--- src/rtl/div.sv ---
// ============================================================================
// div : 32-bit signed restoring divider, one quotient bit per clock.
// Optional DIV_ZERO_EXCEPTION_EN: trap b == 0 at start with a 1-cycle done.
// Revision: 1.0
// ============================================================================
`default_nettype none

module div #(
  parameter int WIDTH = 32
) (
  input  logic             clock,
  input  logic             reset,
  input  logic             start,
  input  logic [WIDTH-1:0] a,
  input  logic [WIDTH-1:0] b,
  output logic             busy,
  output logic             done,
  output logic [WIDTH-1:0] hi,
  output logic [WIDTH-1:0] low,
  output logic             div_zero
);

  localparam int CNT_W = $clog2(WIDTH);
  localparam logic [CNT_W-1:0] LAST_ITER = CNT_W'(WIDTH - 1);

  localparam logic [1:0] S_IDLE = 2'd0;
  localparam logic [1:0] S_RUN  = 2'd1;
  localparam logic [1:0] S_FIX  = 2'd2;

  logic [1:0]       state_q, state_d;
  logic [CNT_W-1:0] cnt_q,   cnt_d;
  logic [WIDTH-1:0] rem_q,   rem_d;
  logic [WIDTH-1:0] quo_q,   quo_d;
  logic [WIDTH-1:0] dvs_q,   dvs_d;
  logic             sa_q,    sa_d;
  logic             sb_q,    sb_d;
  logic             busy_q,  busy_d;
  logic             done_q,  done_d;
  logic [WIDTH-1:0] hi_q,    hi_d;
  logic [WIDTH-1:0] low_q,   low_d;

  logic [WIDTH-1:0] a_mag;
  logic [WIDTH-1:0] b_mag;
  logic [WIDTH:0]   rem_sh;
  logic [WIDTH:0]   diff;
  logic             zero_trap;

  assign a_mag = a[WIDTH-1] ? -a : a;
  assign b_mag = b[WIDTH-1] ? -b : b;

  // The stored remainder is always below the divisor, so 32 bits suffice;
  // only the shifted trial value needs the extra bit.
  assign rem_sh = {rem_q, quo_q[WIDTH-1]};
  assign diff   = rem_sh - {1'b0, dvs_q};

`ifdef DIV_ZERO_EXCEPTION_EN
  logic dz_q, dz_d;

  assign zero_trap = (b == '0);
  assign dz_d      = (state_q == S_IDLE) && start && zero_trap;

  always_ff @(posedge clock or posedge reset) begin
    if (reset) begin
      dz_q <= 1'b0;
    end else begin
      dz_q <= dz_d;
    end
  end

  assign div_zero = dz_q;
`else
  assign zero_trap = 1'b0;
  assign div_zero  = 1'b0;
`endif

  always_comb begin
    state_d = state_q;
    cnt_d   = cnt_q;
    rem_d   = rem_q;
    quo_d   = quo_q;
    dvs_d   = dvs_q;
    sa_d    = sa_q;
    sb_d    = sb_q;
    busy_d  = busy_q;
    done_d  = 1'b0;
    hi_d    = hi_q;
    low_d   = low_q;

    case (state_q)
      S_IDLE: begin
        if (start && zero_trap) begin
          done_d = 1'b1;
          hi_d   = '0;
          low_d  = '0;
        end else if (start) begin
          state_d = S_RUN;
          busy_d  = 1'b1;
          cnt_d   = '0;
          rem_d   = '0;
          quo_d   = a_mag;
          dvs_d   = b_mag;
          sa_d    = a[WIDTH-1];
          sb_d    = b[WIDTH-1];
        end
      end

      S_RUN: begin
        // Dividend bits shift out of quo_q as quotient bits shift in.
        quo_d = {quo_q[WIDTH-2:0], ~diff[WIDTH]};
        rem_d = diff[WIDTH] ? rem_sh[WIDTH-1:0] : diff[WIDTH-1:0];
        cnt_d = cnt_q + CNT_W'(1);
        if (cnt_q == LAST_ITER) begin
          state_d = S_FIX;
        end
      end

      S_FIX: begin
        state_d = S_IDLE;
        busy_d  = 1'b0;
        done_d  = 1'b1;
        low_d   = (sa_q ^ sb_q) ? -quo_q : quo_q;
        hi_d    = sa_q ? -rem_q : rem_q;
      end

      default: begin
        state_d = S_IDLE;
        busy_d  = 1'b0;
      end
    endcase
  end

  always_ff @(posedge clock or posedge reset) begin
    if (reset) begin
      state_q <= S_IDLE;
      cnt_q   <= '0;
      rem_q   <= '0;
      quo_q   <= '0;
      dvs_q   <= '0;
      sa_q    <= 1'b0;
      sb_q    <= 1'b0;
      busy_q  <= 1'b0;
      done_q  <= 1'b0;
      hi_q    <= '0;
      low_q   <= '0;
    end else begin
      state_q <= state_d;
      cnt_q   <= cnt_d;
      rem_q   <= rem_d;
      quo_q   <= quo_d;
      dvs_q   <= dvs_d;
      sa_q    <= sa_d;
      sb_q    <= sb_d;
      busy_q  <= busy_d;
      done_q  <= done_d;
      hi_q    <= hi_d;
      low_q   <= low_d;
    end
  end

  assign busy = busy_q;
  assign done = done_q;
  assign hi   = hi_q;
  assign low  = low_q;

endmodule

`default_nettype wire

--- config.mk ---
export PLATFORM = sky130hd
export DESIGN_NAME = div
export DESIGN_NICKNAME = d
export VERILOG_FILES = /design/src/rtl/div.sv
export SDC_FILE = /design/constraint.sdc
export NUM_CORES = 1
export LEC_CHECK = 0
export CAP_MARGIN = 25
export CORE_ASPECT_RATIO = 0.5
export CORE_MARGIN = 3
export CORE_UTILIZATION = 30
export CTS_BUF_LIST = sky130_fd_sc_hd__clkbuf_8 sky130_fd_sc_hd__clkbuf_16
export DETAILED_ROUTE_END_ITERATION = 8
export MAX_ROUTING_LAYER = met4
export SYNTH_ARGS = -nofsm -noshare
export SYNTH_HDL_FRONTEND = slang
export SYNTH_SLANG_ARGS = --single-unit
--- constraint.sdc ---
create_clock -name clock -period 6.5 [get_ports clock]
set_input_delay 0.65 -clock clock [delete_from_list [all_inputs] [get_ports clock]]
set_output_delay 0.65 -clock clock [all_outputs]
set_load 0.01 [all_outputs]
* Word level (Yosys, flattened, before mapping)
Cells that the tools add are included.
** Storage, ports and cells
- Logic and storage cells :: 48
- Input bits :: 67
- Register bits :: 171
- Output and inout bits :: 67
** Operators by class
- Bitwise operators :: 3
- Equal/unequal tests :: 5
- Add/subtract/negate cells :: 6
- Reductions and logical operators :: 6
- Multiplexer cells :: 17
** Operators by type and width (number)
- 2-to-1 mux 32 bit :: 7
- negation 32 bit :: 4
- one-hot mux 32 bit (2 select lines) :: 2
- subtractor 33 x 32 -> 33 bit :: 1
- one-hot mux 5 bit (2 select lines) :: 1
- AND reduction 2 bit :: 4
- adder 5 x 1 -> 5 bit (second input constant) :: 1
- == test 5 bit (second input constant) :: 1
- 2-to-1 mux 5 bit :: 1
- 2-to-1 mux 2 bit :: 2
- inequality test 2 bit (second input constant) :: 2
- one-hot mux 2 bit (2 select lines) :: 1
- == test 2 x 1 -> 1 bit (second input constant) :: 1
- == test 2 bit (second input constant) :: 1
- zero test 2 bit :: 1
- 2-to-1 mux 1 bit :: 2
- inverter 1 bit :: 2
- one-hot mux 1 bit (2 select lines) :: 1
- nonzero test 2 bit :: 1
- XOR 1 bit :: 1

* Depth between registers and ports, before layout
- Depth after elaboration :: 4
- Gate-level depth with buffers :: 13
- Mapped depth without buffers :: 11

* Worst setup path after synthesis
OpenSTA, ideal clock, no wires.
- Path kind :: input -> register
- From :: in b[4]
- To :: reg dvs_q[28]
- Data required time :: 6370 ps
- Stages :: 8
- Slack :: 3428 ps
- Buffers on the path :: 0
- Library setup time :: 130 ps
- Arrival :: 2943 ps
- Cells stage by stage :: or3_4 > or3b_4 > or3b_1 > nand2b_4 > or4b_4 > o31ai_4 > xor2_1 > o21ai_1
** Between the ends
- Longest elaborated chain between the ends :: 2
** Ends and longest elaborated chain
- start: declaration :: line 15 : input logic [WIDTH-1:0] b,
- negation 32 bit :: line 49 : assign b_mag = b[WIDTH-1] ? -b : b;
- 2-to-1 mux 32 bit :: line 49
- end signal: assignment :: line 150 : dvs_q <= dvs_d;
- end: declaration :: line 34 : logic [WIDTH-1:0] dvs_q, dvs_d;
No other way between the ends.
A chain may end at the register's enable or synchronous reset.

* Worst setup path after layout
- From :: reg quo_q[31]
- To :: reg rem_q[24]
** Between the ends
- Longest elaborated chain between the ends :: 3
** Ends and longest elaborated chain
- start: declaration :: line 33 : logic [WIDTH-1:0] quo_q, quo_d;
- start signal: assignment :: line 149 : quo_q <= quo_d;
- subtractor 33 x 32 -> 33 bit :: line 54 : assign diff = rem_sh - {1'b0, dvs_q};
- 2-to-1 mux 32 bit :: line 110 : rem_d = diff[WIDTH] ? rem_sh[WIDTH-1:0] : diff[WIDTH-1:0];
- one-hot mux 32 bit (2 select lines) :: line 89 : case (state_q)
- end signal: assignment :: line 148 : rem_q <= rem_d;
- end: declaration :: line 32 : logic [WIDTH-1:0] rem_q, rem_d;
No other way between the ends.

==> run summary <==
======================================================================================
Num Clock Sinks                                                                    171
Site Rows                                                                           49
Startpoint kind of the worst setup timing path                                    flop
Proportion of power drawn by combinational gates                                 0.581
Share of the synthesized area in the top cell type                               0.387
Post-cts hold buffer count                                                           0
Run status                                                                complete, no violations
Power dissipated by switching net loads                                      0.00324 W
Clock buffers created by TritonCTS                                                  17
Portion of the post-synthesis area used by sequential elements                   0.387
Cell variety after synth                                                            72
Number of enable flip-flop cells after synthesis                                     0
Final Hold Vio Count                                                                 0
Stage delay of the slowest cell on the critical path                           0.43 ns
Gp weighted congestion                                                           0.887
Ys Warns                                                                             0
Worst min-delay path startpoint                                                low[15]
Met1 Resource Use GR                                                             0.206
Hold Crit Class                                                           flop to flop
Post-synthesis instance area                                                 11100 um2
Synthesis-to-layout area growth                                                  21.9%
Kind of end point of the critical path                                            flop
Met3 track demand over resource                                                 0.0293
Worst supply voltage drop on vdd                                              0.276 mV
Worst-case clock buffer depth                                                        2
Shortest period the worst path allows                                          3.48 ns
Largest net degree at the start of global routing                                  109
Leakage power summed over all cells                                            5.71 nW
DRC violation total after the first TritonRoute iteration                          569
Power consumption                                                            0.00717 W
Relative contribution of sequential cells to total power                         0.269
Share of flip-flops with an asynchronous set or reset                             1.00
Commonest register cell after synthesis                                   sky130_fd_sc_hd__dfrtp_1
Number of max-capacitance violations reported                                        0
Largest area contributor in the synthesized netlist                       sky130_fd_sc_hd__dfrtp_1
Pre-antenna DRT Iters                                                                5
Count of non-filler cells in the finished layout                                  1868
DRT Wirelength                                                                29800 um
Fillers                                                                           3675
I/O pin count                                                                      134
Total internal power                                                         0.00393 W
Gr usage total                                                                   0.158
Average wire per standard cell                                                 15.9 um
Worst Setup SP                                                               quo_q[31]
Chip Width                                                                      278 um
Via count of the first global-routing pass                                        8815
PwrDens                                                                     532 nW/um2
Area enclosed by the die boundary                                            39400 um2
Class of the most critical setup path                                     flop to flop
Placeable Area                                                               36100 um2
HPWL after DPL                                                                22100 um
Post-Syn Instances                                                                1283
DP Cell Count                                                                     1836
Largest cells by area after synthesis                                     sky130_fd_sc_hd__dfrtp_1 (39%), sky130_fd_sc_hd__o21ai_0 (8.5%), sky130_fd_sc_hd__xor2_1 (8.2%)
Proportion of layout cells with a drive suffix above 1                          0.0491
Number of synthesized register bits                                                171
Mean area per synthesized cell                                                8.62 um2
Critical path, cell by cell                                               inv_1 -> ha_1 -> fa_1 -> nand2b_1 -> a21oi_1 -> o211a_1 -> o211ai_1 -> a211o_1 -> nand3_2 -> buf_4 -> mux2i_1 -> o21ai_0
Residual antenna-violating net count after detailed routing                          0
Count of buffers added by post-CTS timing repair for setup                           0
Floorplan die height                                                            142 um
Initial antenna violation count                                                      1
Remaining routing DRC violations                                                     0
Slew Limit Fails                                                                     0
Required arrival time at the worst endpoint                                    6.80 ns
Setup repair after global routing missed its margin                              false
Signal arrival time at the worst endpoint                                      3.79 ns
Global-route wire length before repair                                        48400 um
Synth Net Count                                                                   1389
Grt peak-use layer                                                                met2
Number of gates resized after cts                                                    0
# diodes                                                                             0
Buffer type at the clock tree root                                        sky130_fd_sc_hd__clkbuf_16
GRT overflow                                                                         0
Achievable frequency                                                           287 MHz
Core Util, Final                                                                 0.373
H-Tree Depth                                                                         4
Port Buffers                                                                       132
Total Negative Setup Slacks                                                       0 ns
Final setup margin                                                             3.02 ns
Clock tree from TritonCTS                                                        built
Per-cell via count in the routed design                                           4.93
Fraction of the cycle the final worst path needs                                 0.536
Crit path max fanout                                                                37
Slew Limit Headroom                                                              0.398
Worst-skew pair later-pin latency                                              0.44 ns
Switching part of the total power                                                0.452
Clock share of power                                                             0.150
Initial core utilization                                                         0.306
Library cell contributing the largest single delay on the critical path   sky130_fd_sc_hd__buf_4
Worst slack after detailed placement                                           2.73 ns
Layout Skew                                                                  0.0105 ns
Startpoint of the lowest-slack register-to-register path                     quo_q[31]
Via Count                                                                         9203
GR Layer Usage met2                                                              0.253
Clk slew on worst S/H paths                                                    0.07 ns
# nets final                                                                      1478
Count of endpoints failing setup in the final report                                 0
Measured slew at the worst slew-check pin                                     0.903 ns
======================================================================================
## layout by cell type (no fill, tap or decap), drive strengths merged, types with 6 or more instances in the layout
master,count
mux2i,30
nand4,11
nor2b,11
nor2,45
a31oi,6
xnor2,43
a21o,13
and2,8
nand3,31
dfrtp,171
clkbuf,17
or3,14
nor3,15
o31ai,29
or4,9
and3,10
o41ai,17
nand2,178
clkdlybuf4s50,132
or2,7
ha,38
a22oi,29
o21a,9
buf,13
inv,57
o21ai,197
nand2b,12
nor4,10
a21oi,48
xor2,103
## through the flow
step / area (um2) / hold WS [ns]
5_1_grt: 13500 / 0.497
2_1_floorplan: 11100 / 0.449
3_5_place_dp: 12800 / 0.469
4_1_cts: 13500 / 0.485
6_report: 13500 / 0.478
3_3_place_gp: 12800 / 0.460
## power groups by stage
stage | Combinational, W | Clock, W | Sequential (W)
after global placement | 0.00414 | 0 | 0.00194
after floorplan | 0.00324 | 0 | 0.00181
after detailed placement | 0.00415 | 0 | 0.00194
after CTS | 0.00417 | 0.00111 | 0.00192
final | 0.00417 | 0.00108 | 0.00193
after global routing | 0.00469 | 0.00116 | 0.00200
## layout make-up
| type | count | area, um2 | area share |
|---|---|---|---|
| tap | 484 | 606 | 0.0449 |
| clock inverter | 14 | 185 | 0.0137 |
| multi-input combinational | 986 | 6350 | 0.471 |
| timing repair buffer | 145 | 1450 | 0.107 |
| inverter | 51 | 196 | 0.0146 |
| clock buffer | 17 | 425 | 0.0315 |
| sequential | 171 | 4280 | 0.317 |
## flip-flops by register name (all words and copies together), names as in the netlist, 2 cells and up
register	cells
dvs_q	32
state_q	2
rem_q	32
low	32
cnt_q	5
quo_q	32
hi	32
## worst max-delay path, delay by kind of cell (launching register included)
kind	cells	cell delay (ns)
adders and majority gates	2	0.62
DFF	1	0.39
muxes	1	0.29
buffers and inverters	2	0.52
AOI/OAI and AO/OA	5	1.26
and+or+nand+nor	2	0.26
## synthesized netlist by cell type (3+ instances only)
cell type,instances
sky130_fd_sc_hd__a211o_1,4
sky130_fd_sc_hd__a211oi_1,5
sky130_fd_sc_hd__a21boi_0,5
sky130_fd_sc_hd__a21o_1,13
sky130_fd_sc_hd__a21oi_1,48
sky130_fd_sc_hd__a22oi_1,29
sky130_fd_sc_hd__a31oi_1,6
sky130_fd_sc_hd__and2_1,8
sky130_fd_sc_hd__and3_1,10
sky130_fd_sc_hd__buf_1,3
sky130_fd_sc_hd__buf_2,3
sky130_fd_sc_hd__clkbuf_1,68
sky130_fd_sc_hd__dfrtp_1,171
sky130_fd_sc_hd__ha_1,38
sky130_fd_sc_hd__inv_1,51
sky130_fd_sc_hd__mux2i_1,30
sky130_fd_sc_hd__nand2_1,178
sky130_fd_sc_hd__nand2b_1,11
sky130_fd_sc_hd__nand3_1,31
sky130_fd_sc_hd__nand3b_1,3
sky130_fd_sc_hd__nand4_1,11
sky130_fd_sc_hd__nor2_1,45
sky130_fd_sc_hd__nor2b_1,11
sky130_fd_sc_hd__nor3_1,15
sky130_fd_sc_hd__nor3b_1,3
sky130_fd_sc_hd__nor4_1,9
sky130_fd_sc_hd__o2111ai_1,3
sky130_fd_sc_hd__o211ai_1,5
sky130_fd_sc_hd__o21a_1,9
sky130_fd_sc_hd__o21ai_0,188
sky130_fd_sc_hd__o21ai_1,9
sky130_fd_sc_hd__o31ai_1,28
sky130_fd_sc_hd__o41ai_1,17
sky130_fd_sc_hd__or2_2,5
sky130_fd_sc_hd__or3_1,13
sky130_fd_sc_hd__or4_1,8
sky130_fd_sc_hd__xnor2_1,43
sky130_fd_sc_hd__xor2_1,103
## final timing paths
path	to	slack [ns]	cells after the start
worst max-delay path	rem_q[24]	3.02	12
worst min-delay path	low[15]	0.48	2
worst max register to register	rem_q[24]	3.02	12
worst min register to register	low[15]	0.48	2
max in group asynchronous	low[7]	4.60	3
min in group asynchronous	dvs_q[2]	0.69	2
## per-layer routing
| metal | up-vias | wire length, um | part of all wire |
|---|---|---|---|
| met3 | 20 | 1070 | 0.036 |
| li1 | 4738 | - | - |
| met2 | 133 | 14000 | 0.47 |
| met4 | 0 | 458 | 0.015 |
| met5 | - | 0 | 0 |
| met1 | 4312 | 14200 | 0.48 |
## logic make-up after synthesis
group | Yosys count | synth area share
adders and majority gates | 39 | 0.0448
and+or+nand+nor | 376 | 0.163
AOI/OAI and AO/OA | 393 | 0.218
muxes | 31 | 0.0282
other | 1 | 0.000339
xor gates and xnor gates | 146 | 0.116
DFF | 171 | 0.387
buffers and inverters | 126 | 0.0434
(Power assumes the default switching activity.)
